### config.mk
export PLATFORM = sky130hd
export DESIGN_NAME = wbcon_tx
export DESIGN_NICKNAME = d
export VERILOG_FILES = /design/src/rtl/wbcon_tx.sv
export SDC_FILE = /design/constraint.sdc
export NUM_CORES = 1
export LEC_CHECK = 0
export CAP_MARGIN = 0
export CELL_PAD_IN_SITES_DETAIL_PLACEMENT = 1
export CELL_PAD_IN_SITES_GLOBAL_PLACEMENT = 1
export CORE_MARGIN = 5
export CORE_UTILIZATION = 35
export DETAILED_ROUTE_END_ITERATION = 7
export PLACE_DENSITY_LB_ADDON = 0.05
export SYNTH_ARGS = -nofsm -noshare
export SYNTH_HDL_FRONTEND = slang
export SYNTH_SLANG_ARGS = --single-unit
### constraint.sdc
create_clock -name i_clk -period 1.95 [get_ports i_clk]
set_clock_uncertainty 0.1 [all_clocks]
set_input_delay 0.195 -clock i_clk [delete_from_list [all_inputs] [get_ports i_clk]]
set_output_delay 0.195 -clock i_clk [all_outputs]
set_load 0.005 [all_outputs]
### src/rtl/wbcon_tx.sv
// Serializes one Wishbone console command result into a byte stream:
// a header byte, then the read word little-endian for successful reads.
module wbcon_tx #(
  parameter int WB_DATA_WIDTH = 32
) (
  input  logic                     i_clk,
  input  logic                     i_rst,
  input  logic                     i_cres_tvalid,
  output logic                     o_cres_tready,
  input  logic                     i_cres_op_null,
  input  logic                     i_cres_op_set_address,
  input  logic                     i_cres_op_write_word,
  input  logic                     i_cres_op_read_word,
  input  logic [WB_DATA_WIDTH-1:0] i_cres_hw_data,
  input  logic                     i_cres_bus_err,
  input  logic                     i_cres_bus_rty,
  output logic                     o_tx_tvalid,
  input  logic                     i_tx_tready,
  output logic [7:0]               o_tx_tdata
);

  localparam int DATA_BYTES = (WB_DATA_WIDTH + 7) / 8;
  localparam int DATA_W     = DATA_BYTES * 8;
  localparam int CNT_W      = (DATA_BYTES > 1) ? $clog2(DATA_BYTES) : 1;

  localparam logic [CNT_W-1:0] CNT_LAST = CNT_W'(DATA_BYTES - 1);

  localparam logic [1:0] S_IDLE = 2'd0;
  localparam logic [1:0] S_HDR  = 2'd1;
  localparam logic [1:0] S_DATA = 2'd2;

  logic [1:0]        state;
  logic [CNT_W-1:0]  cnt;
  logic [1:0]        op_q;
  logic              err_q;
  logic              rty_q;
  logic [DATA_W-1:0] data_q;

  logic [1:0] op_in;
  logic       cres_fire;
  logic       tx_fire;
  logic       has_payload;

  always_comb begin
    // NOTE: every always_comb output gets a default first so no path can infer a latch.
    op_in = 2'b00;
    if (i_cres_op_read_word)        op_in = 2'b11;
    else if (i_cres_op_write_word)  op_in = 2'b10;
    else if (i_cres_op_set_address) op_in = 2'b01;
    else if (i_cres_op_null)        op_in = 2'b00;
  end

  assign o_cres_tready = (state == S_IDLE);
  assign o_tx_tvalid   = (state != S_IDLE);
  assign cres_fire     = i_cres_tvalid && o_cres_tready;
  assign tx_fire       = o_tx_tvalid && i_tx_tready;
  assign has_payload   = (op_q == 2'b11) && !err_q && !rty_q;

  // Payload byte is always the low byte: data_q shifts right as bytes leave.
  always_comb begin
    o_tx_tdata = 8'h00;
    case (state)
      S_HDR:   o_tx_tdata = {op_q, 4'b0000, err_q, rty_q};
      S_DATA:  o_tx_tdata = data_q[7:0];
      default: o_tx_tdata = 8'h00;
    endcase
  end

  always_ff @(posedge i_clk) begin
    // NOTE: sequential state uses non-blocking assignments so all registers update from pre-edge values.
    if (i_rst) begin
      state  <= S_IDLE;
      cnt    <= '0;
      op_q   <= 2'b00;
      err_q  <= 1'b0;
      rty_q  <= 1'b0;
      data_q <= '0;
    end else begin
      case (state)
        S_IDLE: begin
          if (cres_fire) begin
            op_q   <= op_in;
            err_q  <= i_cres_bus_err;
            rty_q  <= i_cres_bus_rty;
            data_q <= DATA_W'(i_cres_hw_data);
            state  <= S_HDR;
          end
        end
        S_HDR: begin
          if (tx_fire) begin
            cnt   <= '0;
            state <= has_payload ? S_DATA : S_IDLE;
          end
        end
        S_DATA: begin
          if (tx_fire) begin
            data_q <= data_q >> 8;
            if (cnt == CNT_LAST) state <= S_IDLE;
            else                 cnt   <= cnt + CNT_W'(1);
          end
        end
        default: state <= S_IDLE;
      endcase
    end
  end

endmodule

==> results.py <==
metrics = {
    "sta": {
        "worst_pin_slew_ns": 0.5721,
        "layout_setup_ws_ns": -0.02942,
        "max_freq_ghz": 0.5052,
        "finalSetupViolations": 2,
        "finalCritPeriodShare": 1.015,
        "hold_violations": 0,
        "final.min_clock_period_ns": 1.979,
        "relSlewSlack": 0.6178,
        "report.final.slew_viol_count": 0,
        "rsz0062_at_grt": "yes",
        "tns_ns": -0.04422,
    },
    "drt": {
        "initialDrtViolationCount": 62,
        "vias_per_cell": 5.488,
        "firstDrtPassIters": 3,
        "vias": 2195,
        "wl_mm": 7.967,
        "detail_route.wl_per_cell_um": 19.92,
        "drc": 0,
        "drtAntennaViolNets": 0,
    },
    "critical_path": {
        "path_class": "register to register",
        "r2r-start": "state[1]",
        "cp-startpoint": "state[1]",
        "critPathTopFamily": "compound AO/OA/AOI/OAI gates",
        "rrSetupSlack_ns": -0.03,
        "crit_path_max_incr_delay_ns": 0.40,
        "cp.required_ns": 2.05,
        "cp-end-kind": "register",
        "reg2reg_depth": 7,
        "path_max_fanout": 10,
        "timing.critical_path.mode_cell": "buf_4",
        "worstPathArrival_ns": 2.08,
        "r2r-end": "data_q[16]",
        "cp_slowest_cell": "a211o_4",
        "start_kind": "register",
        "path_cells": "buf_4 -> buf_4 -> ha_4 -> buf_8 -> buf_6 -> a211o_4 -> a211oi_2",
        "crit_buf_inv": 4,
    },
    "finish": {
        "drive_gt1_frac": 0.4056,
        "insertedDiodeCount": 0,
        "utilization": 0.5959,
        "syn_to_final_growth_pct": 63.62,
        "finalNonFillerCells": 400,
        "layout_common_cells": "clkdlybuf4s50_1 (41), dfxtp_1 (38), buf_4 (33)",
        "finalNetCount": 371,
        "final_common_cell": "clkdlybuf4s50_1",
    },
    "pwr": {
        "p_sw_mw": 1.582,
        "p_sw_frac": 0.3925,
        "p_per_area_nw_per_um2": 1047,
        "ir_worst_vdd_v": 0.0004896,
        "power_frac_comb": 0.531,
        "power_frac_seq": 0.298,
        "internal-power_mw": 2.449,
        "leakage_nw": 1.395,
        "p_clk_frac": 0.171,
    },
    "logic_synthesis": {
        "yosysWarningCount": 0,
        "syn_nets": 292,
        "yosys_register_bits": 40,
        "netlist_area_um2": 2352,
        "syn_inst": 243,
        "ys_seq_area_frac": 0.3404,
        "synth_area_per_cell_um2": 9.680,
        "synth_cell_types": 35,
    },
    "clock_network": {
        "clkSlewWorstSetupHoldPaths_ns": 0.08,
        "cts_htree_levels": 2,
        "cts_buffers": 5,
        "clock-sinks": 40,
        "cts_tree": "done",
        "clock_latency_ns": 0.31,
        "clockRootBuffer": "clkbuf_8",
        "clk_path_buf_depth": 2,
    },
    "die": {
        "die_width_um": 91.98,
        "start_util": 0.3642,
        "dieHeight_um": 91.98,
        "rows": 29,
        "io_pins": 52,
        "dieArea_um2": 8460,
        "core_um2": 6459,
    },
    "worst_hold_path": {
        "worstHoldEndpoint": "err_q",
        "worstHoldStart": "i_cres_bus_err",
        "worstHoldPathCells": 3,
        "hp-class": "primary input to register",
    },
    "global_route": {
        "grt.overflow.total": 0,
        "antenna_found_initial": 0,
        "grt_pass1_vias": 2204,
        "grt_max_degree": 53,
        "grt_pass1_wl_mm": 11.54,
        "grt_use_total": 0.1706,
    },
    "flow_run": {
        "maxCapViolations": 0,
    },
    "placement": {
        "pre_cts_slack_ns": -0.2530,
        "place_inst": 372,
        "gp_congestion": 0.7332,
        "io_buffers": 50,
        "hpwl_mm": 4.372,
    },
    "run_status": {
        "outcome": "finished with violations",
        "violations": "setup timing",
    },
}
-- sequential cells by signal, summed over array words and instances (netlist names) --
signal,cells
err_q,1
data_q,32
cnt,2
rty_q,1
state,2
op_q,2
-- cell families (layout without fill, tap and decap cells) --
group	after synthesis	after routing	share of synthesized area
flops	40	40	0.3404
mux	36	36	0.1670
compound gates	60	63	0.2165
simple gates	48	49	0.1362
buf+inv	52	128	0.1027
fa+ha+maj	7	7	0.03723
-- worst min-delay path, cell delays in order --
cell	delay (ns)
clkdlybuf4s50_1	0.40
nand3_1	0.07
a21oi_1	0.05
-- synth_stat cells, drive strengths merged --
library cell | number | area [um2]
dfxtp | 40 | 800.8
inv | 28 | 105.1
mux2 | 26 | 292.8
a2111oi | 24 | 214.0
a211oi | 24 | 195.2
clkbuf | 14 | 52.55
nand2b | 11 | 68.82
buf | 10 | 83.82
mux2i | 10 | 100.1
or3b | 8 | 70.07
ha | 7 | 87.58
nor2b | 6 | 45.04
a21oi | 4 | 20.02
a22oi | 4 | 30.03
and2 | 4 | 25.02
nor3 | 4 | 20.02
nand2 | 3 | 11.26
nor3b | 3 | 22.52
a211o | 2 | 26.28
nand3 | 2 | 10.01
nor2 | 2 | 7.510
nor4b | 2 | 17.52
a221oi | 1 | 15.01
and3b | 1 | 8.760
o2111ai | 1 | 8.760
or2 | 1 | 6.260
or2b | 1 | 7.510
-- worst max-delay path by stage --
stage	to	slack, ns	cells past startpoint
2_1_floorplan	data_q[20]	0.04	6
3_3_place_gp	data_q[11]	-0.19	6
3_5_place_dp	data_q[27]	-0.25	6
4_1_cts	o_tx_tdata[1]	-0.05	7
5_1_grt	data_q[9]	-0.06	6
6_report	data_q[16]	-0.03	7
-- stage by stage --
step,cell area [um2],power [mW],hold WS [ns]
CTS,3436,3.514,0.3532
finish,3849,4.031,0.3597
detailed placement,3045,2.499,0.3464
global route,3849,4.270,0.3680
floorplan,2352,2.089,0.2425
global placement,3045,2.464,0.3410
-- power by group through the flow --
stage / clock network (mW) / logic [mW] / registers [mW]
after floorplan: 0 / 0.923 / 1.17
after global placement: 0 / 1.27 / 1.20
after detailed placement: 0 / 1.29 / 1.20
after CTS: 0.705 / 1.61 / 1.19
after global routing: 0.739 / 2.30 / 1.24
final: 0.688 / 2.14 / 1.20
-- area by class of cell --
| type | count | area (um2) |
|---|---|---|
| inverter | 28 | 105.1 |
| clock inverter | 2 | 35.03 |
| tap | 77 | 96.34 |
| fill | 687 | 2610 |
| sequential | 40 | 805.8 |
| multi-input combinational | 155 | 1822 |
| clock buffer | 6 | 72.57 |
| timing repair buffer | 92 | 912.1 |
-- metal layers --
| metal | routed length [um] | GRT usage | up-vias |
|---|---|---|---|
| li1 | - | - | 1054 |
| met1 | 3474 | 0.2211 | 1089 |
| met2 | 4017 | 0.2841 | 40 |
| met3 | 280 | 0.03928 | 12 |
| met4 | 195 | 0.04827 | 0 |
| met5 | 0 | 0 | - |
-- repair_timing --
item                       4_1_cts  5_1_grt
gates resized for setup         64       60
setup endpoints to repair       43       43
setup buffers                    5        9
gates cloned                     4        2
hold buffers                     0        0
hold endpoints to repair         0        0
pin swaps                        4       13
No activity file was read; power rests on OpenSTA's default activity.
